`config.mk`:
```
export PLATFORM = sky130hd
export DESIGN_NAME = seg7_product_receiver
export DESIGN_NICKNAME = d
export VERILOG_FILES = /design/src/rtl/seg7_pkg.sv /design/src/rtl/seg7_decoder.sv /design/src/rtl/seg7_product_receiver.sv
export SDC_FILE = /design/constraint.sdc
export NUM_CORES = 1
export LEC_CHECK = 0
export CAP_MARGIN = 20
export CORE_UTILIZATION = 51
export DETAILED_ROUTE_END_ITERATION = 6
export PLACE_DENSITY = 0.76
export SLEW_MARGIN = 20
export SYNTH_ARGS = -nofsm -noshare
export SYNTH_HDL_FRONTEND = slang
export SYNTH_SLANG_ARGS = --single-unit
export TNS_END_PERCENT = 100
```
`constraint.sdc`:
```
create_clock -name clk -period 2.5 [get_ports clk]
set_input_delay 0.25 -clock clk [delete_from_list [all_inputs] [get_ports clk]]
set_output_delay 0.25 -clock clk [all_outputs]
set_load 0.01 [all_outputs]
```
`src/rtl/seg7_pkg.sv`:
```
// Shared glyph constants, receiver FSM state type and the glyph decode/encode
// helpers used by both ends of the seven-segment product link.
package seg7_pkg;

    localparam logic [6:0] SEG_0     = 7'h3F;
    localparam logic [6:0] SEG_1     = 7'h06;
    localparam logic [6:0] SEG_2     = 7'h5B;
    localparam logic [6:0] SEG_3     = 7'h4F;
    localparam logic [6:0] SEG_4     = 7'h66;
    localparam logic [6:0] SEG_5     = 7'h6D;
    localparam logic [6:0] SEG_6     = 7'h7D;
    localparam logic [6:0] SEG_7     = 7'h07;
    localparam logic [6:0] SEG_8     = 7'h7F;
    localparam logic [6:0] SEG_9     = 7'h6F;
    localparam logic [6:0] SEG_A     = 7'h77;
    localparam logic [6:0] SEG_B     = 7'h7C;
    localparam logic [6:0] SEG_C     = 7'h39;
    localparam logic [6:0] SEG_D     = 7'h5E;
    localparam logic [6:0] SEG_E     = 7'h79;
    localparam logic [6:0] SEG_F     = 7'h71;
    localparam logic [6:0] SEG_BLANK = 7'h00;

    typedef enum logic {
        WAIT_MSB = 1'b0,
        HAVE_MSB = 1'b1
    } rx_state_e;

    // Returns {legal, nibble}; blank and unknown patterns report legal=0.
    function automatic logic [4:0] seg7_decode(input logic [6:0] seg);
        logic [4:0] r;
        r = 5'h00;
        case (seg)
            SEG_0: r = {1'b1, 4'h0};
            SEG_1: r = {1'b1, 4'h1};
            SEG_2: r = {1'b1, 4'h2};
            SEG_3: r = {1'b1, 4'h3};
            SEG_4: r = {1'b1, 4'h4};
            SEG_5: r = {1'b1, 4'h5};
            SEG_6: r = {1'b1, 4'h6};
            SEG_7: r = {1'b1, 4'h7};
            SEG_8: r = {1'b1, 4'h8};
            SEG_9: r = {1'b1, 4'h9};
            SEG_A: r = {1'b1, 4'hA};
            SEG_B: r = {1'b1, 4'hB};
            SEG_C: r = {1'b1, 4'hC};
            SEG_D: r = {1'b1, 4'hD};
            SEG_E: r = {1'b1, 4'hE};
            SEG_F: r = {1'b1, 4'hF};
            default: r = 5'h00;
        endcase
        return r;
    endfunction

    // Transmitter-side segment table, built from the same constants.
    function automatic logic [6:0] seg7_encode(input logic [3:0] nib);
        logic [6:0] s;
        s = SEG_BLANK;
        case (nib)
            4'h0: s = SEG_0;
            4'h1: s = SEG_1;
            4'h2: s = SEG_2;
            4'h3: s = SEG_3;
            4'h4: s = SEG_4;
            4'h5: s = SEG_5;
            4'h6: s = SEG_6;
            4'h7: s = SEG_7;
            4'h8: s = SEG_8;
            4'h9: s = SEG_9;
            4'hA: s = SEG_A;
            4'hB: s = SEG_B;
            4'hC: s = SEG_C;
            4'hD: s = SEG_D;
            4'hE: s = SEG_E;
            default: s = SEG_F;
        endcase
        return s;
    endfunction

endpackage

```
`src/rtl/seg7_decoder.sv`:
```
// Combinational seven-segment pattern to hex nibble decoder with legal/blank flags.
module seg7_decoder
    import seg7_pkg::*;
(
    input  logic [6:0] seg,
    output logic [3:0] nibble,
    output logic       legal,
    output logic       blank
);

    logic [4:0] dec;

    always_comb begin
        dec    = seg7_decode(seg);
        nibble = dec[3:0];
        legal  = dec[4];
        blank  = (seg == SEG_BLANK);
    end

endmodule

```
`src/rtl/seg7_product_receiver.sv`:
```
// Receive end of the multiplexed seven-segment product link: synchronize, settle,
// decode and reassemble MSB/LSB digit pairs into an 8-bit product.
module seg7_product_receiver
    import seg7_pkg::*;
#(
    parameter int STABLE_CYCLES = 4
) (
    input  logic       clk,
    input  logic       reset,
    input  logic [6:0] i_segments,
    input  logic       i_lsb_digit,
    output logic [7:0] o_product,
    output logic       o_valid,
    output logic       o_seg_error
);

    localparam logic [7:0] STABLE_LIM = 8'(STABLE_CYCLES);

    logic [7:0] sync1_q, sync1_d;
    logic [7:0] sync2_q, sync2_d;
    logic [7:0] prev_q,  prev_d;
    logic [7:0] cnt_q,   cnt_d;
    logic       armed_q, armed_d;

    logic       word_changed;
    logic       lsb_edge;
    logic       settled;
    logic       capture;
    logic [3:0] nibble;
    logic       legal;
    logic       blank;

    rx_state_e  state_q;
    logic [3:0] msb_q;
    logic [7:0] product_q;
    logic       valid_q;
    logic       seg_err_q;

    // Word packs {lsb select, segments}; prev_q holds the settled candidate.
    seg7_decoder u_dec (
        .seg    (prev_q[6:0]),
        .nibble (nibble),
        .legal  (legal),
        .blank  (blank)
    );

    always_comb begin
        sync1_d      = {i_lsb_digit, i_segments};
        sync2_d      = sync1_q;
        prev_d       = sync2_q;
        word_changed = (sync2_q != prev_q);
        lsb_edge     = (sync2_q[7] != prev_q[7]);

        cnt_d = cnt_q;
        if (word_changed) begin
            cnt_d = 8'd0;
        end else if (cnt_q != STABLE_LIM) begin
            cnt_d = cnt_q + 8'd1;
        end

        // Capture on the edge where the counter first reaches the limit, so the
        // result lands STABLE_CYCLES+3 edges after the pin change.
        settled = !word_changed && (cnt_d == STABLE_LIM);
        capture = armed_q && settled && !blank;

        armed_d = armed_q;
        if (lsb_edge) begin
            armed_d = 1'b1;
        end else if (capture) begin
            armed_d = 1'b0;
        end
    end

    always_ff @(posedge clk or negedge reset) begin
        if (!reset) begin
            sync1_q <= 8'h00;
            sync2_q <= 8'h00;
            prev_q  <= 8'h00;
            cnt_q   <= 8'h00;
            armed_q <= 1'b1;
        end else begin
            sync1_q <= sync1_d;
            sync2_q <= sync2_d;
            prev_q  <= prev_d;
            cnt_q   <= cnt_d;
            armed_q <= armed_d;
        end
    end

    always_ff @(posedge clk or negedge reset) begin
        if (!reset) begin
            state_q   <= WAIT_MSB;
            msb_q     <= 4'h0;
            product_q <= 8'h00;
            valid_q   <= 1'b0;
            seg_err_q <= 1'b0;
        end else begin
            valid_q   <= 1'b0;
            seg_err_q <= 1'b0;
            if (capture) begin
                if (!legal) begin
                    seg_err_q <= 1'b1;
                    state_q   <= WAIT_MSB;
                end else begin
                    case (state_q)
                        WAIT_MSB: begin
                            // An LSB digit with no preceding MSB is dropped.
                            if (!prev_q[7]) begin
                                msb_q   <= nibble;
                                state_q <= HAVE_MSB;
                            end
                        end
                        HAVE_MSB: begin
                            if (prev_q[7]) begin
                                product_q <= {msb_q, nibble};
                                valid_q   <= 1'b1;
                                state_q   <= WAIT_MSB;
                            end else begin
                                msb_q <= nibble;
                            end
                        end
                        default: state_q <= WAIT_MSB;
                    endcase
                end
            end
        end
    end

    assign o_product   = product_q;
    assign o_valid     = valid_q;
    assign o_seg_error = seg_err_q;

endmodule

```
Word level (Yosys, flattened, before mapping)
Cells that the tools add are included.
Word-level totals
  register bits: 48
  input bits: 10
  output and inout bits: 10
  word-level logic and storage cells: 55
Cells by class
  add/sub/neg operators: 1
  equal/unequal tests: 20
  multiplexer cells: 14
  bitwise operators: 1
  reductions and logical operators: 9
Operator list (count)
  $eq 7x7->1 const B: 12
  $pmux 5 s16: 1
  $mux 8: 2
  $eq 7x3->1 const B: 2
  $eq 7x6->1 const B: 2
  $mux 1: 10
  $add 8x1->8 const B: 1
  $eq 8x3->1 const B: 1
  $ne 8x3->1 const B: 1
  $ne 8x8->1: 1
  $logic_not 7->1: 1
  $mux 4: 1
  $reduce_and 4->1: 1
  $logic_and 1x1->1: 3
  $reduce_and 3->1: 1
  $logic_not 1->1: 2
  $reduce_bool 2->1: 1
  $ne 1x1->1: 1
  $not 1->1: 1

Depth between registers and ports, before layout
Gate-level depths: netlist of run 1.
  depth after elaboration: 9
  depth in mapped cells: 9
  mapped depth without buffers: 7

Hierarchy
A second synthesis of run 1 with hierarchy kept.
Second synthesis, totals
  cell total of the unflattened synthesis: 192
  area total of the unflattened synthesis: 2274.7 um^2
By module, submodules not included
  seg7_product_receiver: instances 1, cells an instance 133, area each 1856.8 um^2, sequential area each 1202.4 um^2
  seg7_decoder: instances 1, cells an instance 59, area each 417.9 um^2, sequential area each 0.0 um^2

Worst setup path after synthesis of run 1
OpenSTA, ideal clock, no wires.
  path type: register to register
  start point: register cnt_q[5]
  end point: register product_q[0] (netlist: o_product[0])
  setup time: 0.125 ns
  arrival time: 2.462 ns
  path slack: -0.087 ns
  cell stages (with the launch flop): 9
  clock period less this slack: 2.587 ns
  cell sequence: dfrtp_1 -> buf_6 -> nor4_4 -> nand4_4 -> a2bb2oi_1 -> or3_4 -> or4_1 -> buf_6 -> mux2_4
On the way
  longest elaborated chain between the ends: 8
  elaborated cells on any way between the ends: 9
  those cells by class: 1 x add/sub; 2 x eq/ne; 2 x mux; 4 x reduce/logical
RTL lines
  from (decl): RTL line seg7_product_receiver.sv:22  | logic [7:0] cnt_q, cnt_d;
  from (signal assigned): RTL line seg7_product_receiver.sv:85  | cnt_q <= cnt_d;
  $add 8x1->8 / $ne 8x3->1 (equally long branches): RTL line seg7_product_receiver.sv:58, seg7_product_receiver.sv:57
  $mux 8 (*): RTL line seg7_product_receiver.sv:57  | end else if (cnt_q != STABLE_LIM) begin
  $mux 8 (*): RTL line seg7_product_receiver.sv:55  | if (word_changed) begin
  $eq 8x3->1 (*): RTL line seg7_product_receiver.sv:63  | settled = !word_changed && (cnt_d == STABLE_LIM);
  $logic_and 1x1->1 (*): RTL line seg7_product_receiver.sv:63
  $logic_and 1x1->1 (*) (2 in a row): RTL line seg7_product_receiver.sv:64  | capture = armed_q && settled && !blank;
  $reduce_and 4->1 (no line) (*)
  to (signal assigned): RTL line seg7_product_receiver.sv:115  | product_q <= {msb_q, nibble};
  to (decl): RTL line seg7_product_receiver.sv:35  | logic [7:0] product_q;
Mark *: on every way between the ends. The rest lies on a longest branch, timed or not.
A chain may end at the register's enable or synchronous reset.

Worst setup path in the final report of run 1
  start point: register cnt_q[0]
  end point: register product_q[7] (netlist: o_product[7])
Same word-level chain as after synthesis.

==> key figures, run 1 <==
Power and ir drop
  • Max VDD drop: 355 uV
  • Pwr dens: 510 nW/um^2
  • Leak pwr: 1.18 nW

Global routing
  • Vias in the first global route: 1,469
  • GR Overflow Total: 0
  • First-pass GRT wire length: 6.68 mm
  • Overall Global Routing Usage: 0.200
  • Largest net degree at the start of global routing: 49
  • Initial antenna violation count: 0

Detailed routing
  • DR DRC count: 0
  • Starting DRT DRC Count: 209
  • Vias per cell: 5.68
  • Total iterations of the first detailed-routing run: 4
  • Routed WL: 4.31 mm
  • Drt wl/cell: 16.1 um
  • Final ANT Viol Nets: 0
  • Via Count: 1,522

Clock tree
  • Clk sinks: 48
  • CTS tree: done
  • Clk slew on worst S/H paths: 0.08 ns
  • Worst skew pair latency: 0.29 ns
  • CTS root buf: clkbuf_8
  • Max Root-Sink Buffers: 2
  • Num CTS Buffers: 5
  • H-tree levels: 2

Timing
  • Final Hold Viols: 0
  • Min Hold Slack: 0.351 ns
  • Transition time of the tightest slew-check pin: 0.589 ns
  • Timing-limited maximum frequency: 381 MHz
  • PnR worst setup slack: -0.125 ns
  • Clk_skew: 0.00719 ns
  • Max-slew headroom: 0.607
  • RSZ-0062 raised after global routing: true
  • Part of the cycle the worst path needs: 1.05
  • Minimum clock period: 2.62 ns
  • Setup Viol. Count Final: 8
  • Fin. max-slew vios: 0

Critical path
  • Worst reg-to-reg setup slack: -0.12 ns
  • Critical path, cell by cell: inv_1 -> ha_4 -> a41oi_2 -> a2bb2oi_2 -> or3_4 -> or4_4 -> mux2_4
  • Worst EP arrival: 2.81 ns
  • Crit Path Category: flip-flop to flip-flop
  • CP max FO: 8
  • Worst path bufs/invs: 1
  • CP Launch Type: flip-flop
  • Crit path max-delay family: simple AND/OR/NAND/NOR gates
  • Setup crit end kind: flip-flop
  • Critical Path RT: 2.68 ns
  • Critical-path top delay cell: or4_4
  • Crit path largest cell delay: 0.65 ns

Min path
  • Hold Path Class: flip-flop to flip-flop

Final layout
  • Share of cells above drive strength 1: 0.252
  • Most frequent cells in the layout: 45 x dfrtp_1, 20 x buf_4, 18 x clkdlybuf4s50_1
  • # fillers: 287
  • P&R area growth vs syn: 22.8%
  • Final core utilization: 0.666
  • Nets: 230
  • Most common cell after layout, fill and taps aside: dfrtp_1
  • ANT cells: 0

Placement
  • Detailed Place HPWL: 2.87 mm
  • Final Wtd Congestion: 0.943
  • Port bufs: 19

Die
  • Die Footprint: 4610 um^2
  • Initial Util: 0.542
  • Ports: 20
  • Horiz. Die Dim: 67.9 um
  • Total core area: 4090 um^2
  • Rows: 23
  • Die Ht: 67.9 um

Logic synthesis
  • Post-synth EDFFs: 0
  • Main synth FF type: dfrtp_1
  • Post-synth cell types: 51
  • Post-Synthesis Cells: 185
  • Yosys warns: 0
  • Post-Syn Area: 2220 um^2
  • Sequential share of the synthesized area: 0.543
  • Post-synthesis register bit count: 48
  • Syn_nets: 197
  • Fraction of registers with async set or reset after synthesis: 1.00
  • Post-Syn Area per Cell: 12.0 um^2

Job
  • Max_cap viols: 0

Outcome
  • Failing checks: setup timing
  • Outcome: finished with violations
[kinds of logic (layout without fill, tap and decap cells)]
group | after synthesis | in the layout | synth area share
multiplexers | 14 | 14 | 0.0836
AND/OR/NAND/NOR | 62 | 62 | 0.176
adder cells (fa/ha/maj) | 2 | 2 | 0.0113
buffers and inverters | 17 | 50 | 0.0401
flip-flops | 48 | 48 | 0.543
AO/OA/AOI/OAI | 25 | 25 | 0.0791
XOR/XNOR | 17 | 17 | 0.0672
[cell type report]
class | count | area (um^2) | area share
Multi-Input combinational cell | 120 | 1000 | 0.368
Sequential cell | 48 | 1200 | 0.443
Clock buffer | 7 | 96.3 | 0.0354
Timing Repair Buffer | 39 | 340 | 0.125
Inverter | 4 | 15.0 | 0.00552
Tap cell | 50 | 62.6 | 0.0230
[state kept, by name, summed over array words and instances, names as in the netlist]
register / flops
prev_d: 8
armed_q: 1
sync1_q: 8
state_q: 1
o_seg_error: 1
o_valid: 1
msb_q: 4
cnt_q: 8
o_product: 8
prev_q: 8
[report_power, final]
group          switching [mW]  internal [mW]  total [mW]
logic                  0.0529         0.0440      0.0970
registers              0.0167          0.796       0.813
clock network           0.233          0.246       0.479
total                   0.302           1.09        1.39
[cells in the mapped netlist (3+ instances only)]
| library cell | number | area share |
|---|---|---|
| a21oi_1 | 5 | 0.011 |
| nand3_1 | 8 | 0.018 |
| nor2_1 | 12 | 0.020 |
| inv_1 | 4 | 0.0068 |
| nor4_1 | 3 | 0.0085 |
| nand2_1 | 8 | 0.014 |
| mux2_4 | 8 | 0.054 |
| or4_1 | 3 | 0.010 |
| mux2_1 | 4 | 0.020 |
| clkbuf_1 | 7 | 0.012 |
| buf_6 | 3 | 0.015 |
| nor3_1 | 4 | 0.0090 |
| dfrtp_1 | 47 | 0.53 |
| o22ai_1 | 3 | 0.0085 |
| a21o_1 | 3 | 0.010 |
| xor2_1 | 10 | 0.040 |
| xnor2_1 | 7 | 0.028 |
[through the flow]
stage                     cells  setup WS (ns)  TNS [ns]  instance area, um^2  power, mW
final                       268         -0.125    -0.930                 2720       1.39
after global routing        268         -0.164     -1.31                 2720       1.45
after CTS                   264        -0.0192   -0.0611                 2640       1.39
after detailed placement    257        -0.0441    -0.174                 2520      0.919
after global placement      257         0.0622         0                 2520      0.912
after floorplan             185        -0.0304    -0.243                 2240      0.870
[worst paths after layout]
kind / startpoint / to / cells after the start
hold / removal: sync1_q[3]$_DFF_PN0_ / prev_d[3]$_DFF_PN0_ / 0
max in group asynchronous: reset / prev_q[1]$_DFF_PN0_ / 2
min in group asynchronous: reset / o_product[1]$_DFFE_PN0P_ / 2
setup reg to reg: cnt_q[0]$_DFF_PN0_ / o_product[7]$_DFFE_PN0P_ / 7
setup / recovery: cnt_q[0]$_DFF_PN0_ / o_product[7]$_DFFE_PN0P_ / 7
hold reg to reg: sync1_q[3]$_DFF_PN0_ / prev_d[3]$_DFF_PN0_ / 0
[repair_timing]
item / CTS / global route
hold buffers: 0 / 1
setup endpoints to repair: 12 / 12
resized for setup: 5 / 9
endpoints found under the hold margin: 0 / 12
buffers inserted: 0 / 3
pin swaps: 0 / 7
[per-layer routing]
metal / track usage / part of all wire / up-vias
met2: 0.353 / 0.54 / 40
met5: 0 / 0 / -
li1: - / - / 723
met1: 0.235 / 0.41 / 749
met4: 0.0677 / 0.017 / 0
met3: 0.0517 / 0.037 / 10
Note: power is estimated with default switching activity, not from simulation.
==> run 2, diff against run 1 <==
Settings changed: REMOVE_ABC_BUFFERS set to 1.
==> key figures, run 2 (same netlist as run 1, synthesis figures left out) <==
Outcome
  • Outcome: finished with violations
  • Failing checks: setup timing

Power and ir drop
  • Pwr dens: 515 nW/um^2
  • Leak pwr: 1.27 nW
  • Max VDD drop: 431 uV
  • Total power: 1.48 mW

Critical path
  • Critical Path RT: 2.69 ns
  • CP Launch Type: flip-flop
  • Worst path bufs/invs: 3
  • Critical path, cell by cell: buf_6 -> or4b_4 -> a21oi_2 -> a211o_1 -> nor4_2 -> buf_4 -> nor4_4 -> buf_4 -> mux2_4
  • Crit Path Category: flip-flop to flip-flop
  • Crit path max-delay family: simple AND/OR/NAND/NOR gates
  • Critical-path top delay cell: or4b_4
  • CP dominant cell by count: buf_4
  • Worst reg-to-reg setup slack: -0.01 ns
  • Crit path largest cell delay: 0.53 ns
  • Setup crit end kind: flip-flop
  • CP max FO: 4
  • Worst EP arrival: 2.71 ns

Clock tree
  • Num CTS Buffers: 5
  • H-tree levels: 2
  • Clk sinks: 48
  • Worst skew pair latency: 0.30 ns
  • Max Root-Sink Buffers: 2
  • Clk slew on worst S/H paths: 0.09 ns
  • CTS tree: done
  • CTS root buf: clkbuf_8

Placement
  • Placed cell area: 2620 um^2
  • Port bufs: 19
  • Final Wtd Congestion: 0.797
  • Detailed Place HPWL: 3.17 mm

Detailed routing
  • DR DRC count: 0
  • Drt wl/cell: 15.6 um
  • Final ANT Viol Nets: 0
  • Starting DRT DRC Count: 46
  • Routed WL: 4.47 mm
  • Total iterations of the first detailed-routing run: 4
  • Via Count: 1,613
  • Vias per cell: 5.64

Job
  • Max_cap viols: 0

Min path
  • Hold Path Class: flip-flop to flip-flop

Die
  • Horiz. Die Dim: 67.9 um
  • Rows: 23
  • Initial Util: 0.542
  • Total core area: 4090 um^2
  • Die Footprint: 4610 um^2
  • Ports: 20
  • Die Ht: 67.9 um

Global routing
  • GR Overflow Total: 0
  • Initial antenna violation count: 0
  • First-pass GRT wire length: 7.23 mm
  • Largest net degree at the start of global routing: 29
  • Overall Global Routing Usage: 0.219
  • Vias in the first global route: 1,615

Final layout
  • Most frequent cells in the layout: 46 x dfrtp_1, 35 x buf_4, 18 x clkdlybuf4s50_1
  • Final Instance Area: 2880 um^2
  • Share of cells above drive strength 1: 0.326
  • Most common cell after layout, fill and taps aside: dfrtp_1
  • ANT cells: 0
  • P&R area growth vs syn: 30.1%
  • Nets: 247

Timing
  • PnR worst setup slack: -0.0147 ns
  • Timing-limited maximum frequency: 398 MHz
  • Final Hold Viols: 0
  • Setup Viol. Count Final: 4
  • Part of the cycle the worst path needs: 1.01
  • Max-slew headroom: 0.588
  • Transition time of the tightest slew-check pin: 0.618 ns
  • Fin. max-slew vios: 0
  • Clk_skew: 0.00437 ns
  • Minimum clock period: 2.51 ns
  • RSZ-0062 raised after global routing: true
-- run 2: cell count changes in the layout (fill, tap and decap cells not counted), sizes merged --
cell and delta:
buf +17, clkbuf -2, bufinv +1, clkinvlp +1, inv +1
-- run 2: final timing paths --
check | from | endpoint | cells after the start
worst max-delay path | prev_q[4]$_DFF_PN0_ | msb_q[2]$_DFFE_PN0P_ | 9
worst min-delay path | sync1_q[7]$_DFF_PN0_ | prev_d[7]$_DFF_PN0_ | 0
worst max register to register | prev_q[4]$_DFF_PN0_ | msb_q[2]$_DFFE_PN0P_ | 9
worst min register to register | sync1_q[7]$_DFF_PN0_ | prev_d[7]$_DFF_PN0_ | 0
max in group asynchronous | reset | prev_q[5]$_DFF_PN0_ | 3
min in group asynchronous | reset | o_product[5]$_DFFE_PN0P_ | 2
-- run 2: layout make-up --
cell class / instances / area [um^2]
Tap cell: 50 / 62.6
Clock inverter: 3 / 46.3
Sequential cell: 48 / 1200
Timing Repair Buffer: 56 / 469
Fill cell: 289 / 1200
Multi-Input combinational cell: 120 / 1020
Clock buffer: 5 / 68.8
Inverter: 4 / 15.0
-- run 2: report_power, final --
part           switching, mW  internal (mW)
clock                  0.263          0.301
combinational         0.0560         0.0533
sequential            0.0145          0.796
total                  0.333           1.15
-- run 2: per-layer routing --
metal,wire [um],part of all wire,track usage,up-vias
met1,1850,0.41,0.240,794
met4,52,0.012,0.0781,0
met3,192,0.043,0.0517,7
met5,0,0,0,-
met2,2370,0.53,0.406,53
li1,-,-,-,759
-- run 2: per-stage QoR --
stage | hold slack, ns | worst slack (ns) | setup TNS, ns | utilization | std cells
CTS | 0.358 | 0.00733 | 0 | 0.694 | 284
global placement | 0.272 | -0.0802 | -0.639 | 0.642 | 272
floorplan | -0.0456 | -0.203 | -1.62 | - | 172
detailed placement | 0.295 | -0.124 | -0.944 | 0.642 | 272
global route | 0.359 | -0.108 | -0.898 | 0.705 | 286
finish | 0.355 | -0.0147 | -0.0321 | 0.705 | 286
-- run 2: what timing repair did --
action / CTS / global route
endpoints found under the hold margin: 25 / 0
resized for setup: 13 / 12
pin swaps: 8 / 6
buffers inserted: 3 / 3
endpoints found under the setup margin: 12 / 12
hold buffers: 1 / 0
==> run 3, diff against run 2 <==
Settings changed: CORE_UTILIZATION 51 to 61, PLACE_DENSITY 0.76 to 0.85.
Clock period 2.5 ns to 3.1 ns, I/O delays scaled along.
==> key figures, run 3 (same netlist as run 1, synthesis figures left out) <==
Final layout
  • Area of the multi-input gates: 928 um^2
  • # fillers: 236
  • Register area: 1200 um^2
  • Final core utilization: 0.734
  • Nets: 213
  • Most common cell after layout, fill and taps aside: dfrtp_1
  • Most frequent cells in the layout: 47 x dfrtp_1, 18 x clkdlybuf4s50_1, 12 x nor2_1
  • P&R area growth vs syn: 13.1%
  • Share of cells above drive strength 1: 0.134
  • ANT cells: 0

Detailed routing
  • Routed WL: 4.00 mm
  • Total iterations of the first detailed-routing run: 4
  • DR DRC count: 0
  • Via Count: 1,502
  • Starting DRT DRC Count: 216
  • Final ANT Viol Nets: 0
  • Vias per cell: 6.06
  • Drt wl/cell: 16.1 um

Timing
  • Transition time of the tightest slew-check pin: 0.713 ns
  • RSZ-0062 raised after global routing: false
  • Part of the cycle the worst path needs: 0.905
  • Minimum clock period: 2.80 ns
  • Min Hold Slack: 0.351 ns
  • Max-slew headroom: 0.520
  • Setup Viol. Count Final: 0
  • Fin. max-slew vios: 0
  • Total negative setup slack: 0 ns
  • Timing-limited maximum frequency: 357 MHz
  • Clk_skew: 0.0161 ns
  • Final Hold Viols: 0

Global routing
  • GR Overflow Total: 0
  • Vias in the first global route: 1,523
  • Initial antenna violation count: 0
  • First-pass GRT wire length: 7.04 mm
  • Overall Global Routing Usage: 0.235
  • Largest net degree at the start of global routing: 49

Power and ir drop
  • Pwr dens: 444 nW/um^2
  • Internal Power: 0.863 mW
  • Max VDD drop: 394 uV
  • Sw Share: 0.224
  • Switching power: 0.249 mW
  • Combinational share of power: 0.055
  • Clk pwr share: 0.350
  • Leak pwr: 1.09 nW
  • Flop pwr share: 0.596

Die
  • Ports: 20
  • Rows: 21
  • Total core area: 3420 um^2
  • Initial Util: 0.649
  • Die Footprint: 3880 um^2
  • Horiz. Die Dim: 62.3 um
  • Die Ht: 62.3 um

Clock tree
  • Max Root-Sink Buffers: 2
  • Num CTS Buffers: 5
  • CTS root buf: clkbuf_4
  • H-tree levels: 2
  • Clk slew on worst S/H paths: 0.14 ns
  • Postcts setup bufs: 0
  • Clk sinks: 48
  • CTS tree: done
  • Worst skew pair latency: 0.36 ns

Critical path
  • Worst reg2reg path depth: 7
  • CP max FO: 10
  • Worst EP arrival: 3.07 ns
  • Setup crit end kind: flip-flop
  • R2R Path Start: prev_q[3]$_DFF_PN0_
  • Worst reg-to-reg setup slack: 0.30 ns
  • Critical Path RT: 3.36 ns
  • Crit Path Category: flip-flop to flip-flop
  • R2r endpoint: o_product[5]$_DFFE_PN0P_
  • CP Launch Type: flip-flop

Min path
  • Hold depth: 0
  • WHS Endpoint: prev_d[6]$_DFF_PN0_
  • Hold Path Origin: sync1_q[6]$_DFF_PN0_
  • Hold Path Class: flip-flop to flip-flop

Placement
  • Detailed Place HPWL: 2.85 mm
  • Final Wtd Congestion: 0.784
  • Port bufs: 19

Outcome
  • Outcome: completed

Job
  • Max_cap viols: 0
==> run 3: cell count changes in the layout (fill, tap and decap cells not counted), moves of 2 or more <==
| cell | before | now |
|---|---|---|
| buf_4 | 35 | 3 |
| clkbuf_4 | 0 | 5 |
| clkbuf_8 | 5 | 1 |
| mux2_1 | 0 | 4 |
| mux2_4 | 12 | 8 |
| a21oi_1 | 3 | 5 |
| a21oi_2 | 2 | 0 |
| and3_1 | 0 | 2 |
==> run 3: worst max-delay path by stage <==
stage | startpoint | endpoint | slack [ns]
after floorplan | prev_q[3]$_DFF_PN0_ | o_product[0]$_DFFE_PN0P_ | 0.40
after global placement | prev_q[1]$_DFF_PN0_ | o_product[1]$_DFFE_PN0P_ | 0.28
after detailed placement | prev_q[5]$_DFF_PN0_ | o_product[0]$_DFFE_PN0P_ | 0.17
after CTS | prev_q[5]$_DFF_PN0_ | o_product[5]$_DFFE_PN0P_ | 0.15
after global routing | prev_q[3]$_DFF_PN0_ | o_product[0]$_DFFE_PN0P_ | 0.18
final | prev_q[3]$_DFF_PN0_ | o_product[5]$_DFFE_PN0P_ | 0.30
==> run 3: stage by stage <==
stage               std cells  instance area (um^2)  power, mW  setup slack [ns]
finish                    248                  2510       1.11             0.296
global route              248                  2510       1.16             0.180
CTS                       247                  2490       1.12             0.145
detailed placement        239                  2400      0.734             0.170
global placement          239                  2400      0.727             0.280
floorplan                 172                  2140      0.697             0.397
==> run 3: power by group through the flow <==
| stage | registers (mW) | clock network [mW] | logic [mW] |
|---|---|---|---|
| 2_1_floorplan | 0.671 | 0 | 0.0260 |
| 3_3_place_gp | 0.671 | 0 | 0.0561 |
| 3_5_place_dp | 0.674 | 0 | 0.0597 |
| 4_1_cts | 0.662 | 0.397 | 0.0601 |
| 5_1_grt | 0.665 | 0.429 | 0.0677 |
| 6_report | 0.663 | 0.389 | 0.0606 |
==> run 3: metal layers <==
| metal | vias to the layer above | share of wire | GRT usage |
|---|---|---|---|
| met5 | - | 0 | 0 |
| li1 | 692 | - | - |
| met3 | 9 | 0.045 | 0.0551 |
| met4 | 0 | 0.018 | 0.0872 |
| met1 | 749 | 0.41 | 0.296 |
| met2 | 52 | 0.53 | 0.396 |
==> run 3: worst max-delay path, stage by stage, from the launching register on <==
cell and delay [ns]:
dfrtp_1 0.51, buf_4 0.22, nor2_1 0.16, o22ai_1 0.13, a211o_1 0.35, nor4_1 0.66
or4_4 0.35, mux2_4 0.32
==> run 3: final cells by class <==
cell class / instances / area share
Timing Repair Buffer: 22 / 0.0849
Clock inverter: 2 / 0.0155
Inverter: 4 / 0.00599
Clock buffer: 6 / 0.0205
Sequential cell: 48 / 0.480
Tap cell: 46 / 0.0230
Multi-Input combinational cell: 120 / 0.370
==> run 3: timing repair <==
action,in CTS,in global routing
hold buffers,0,1
endpoints found under the hold margin,0,47
endpoints found under the setup margin,0,3
resized for setup,0,1
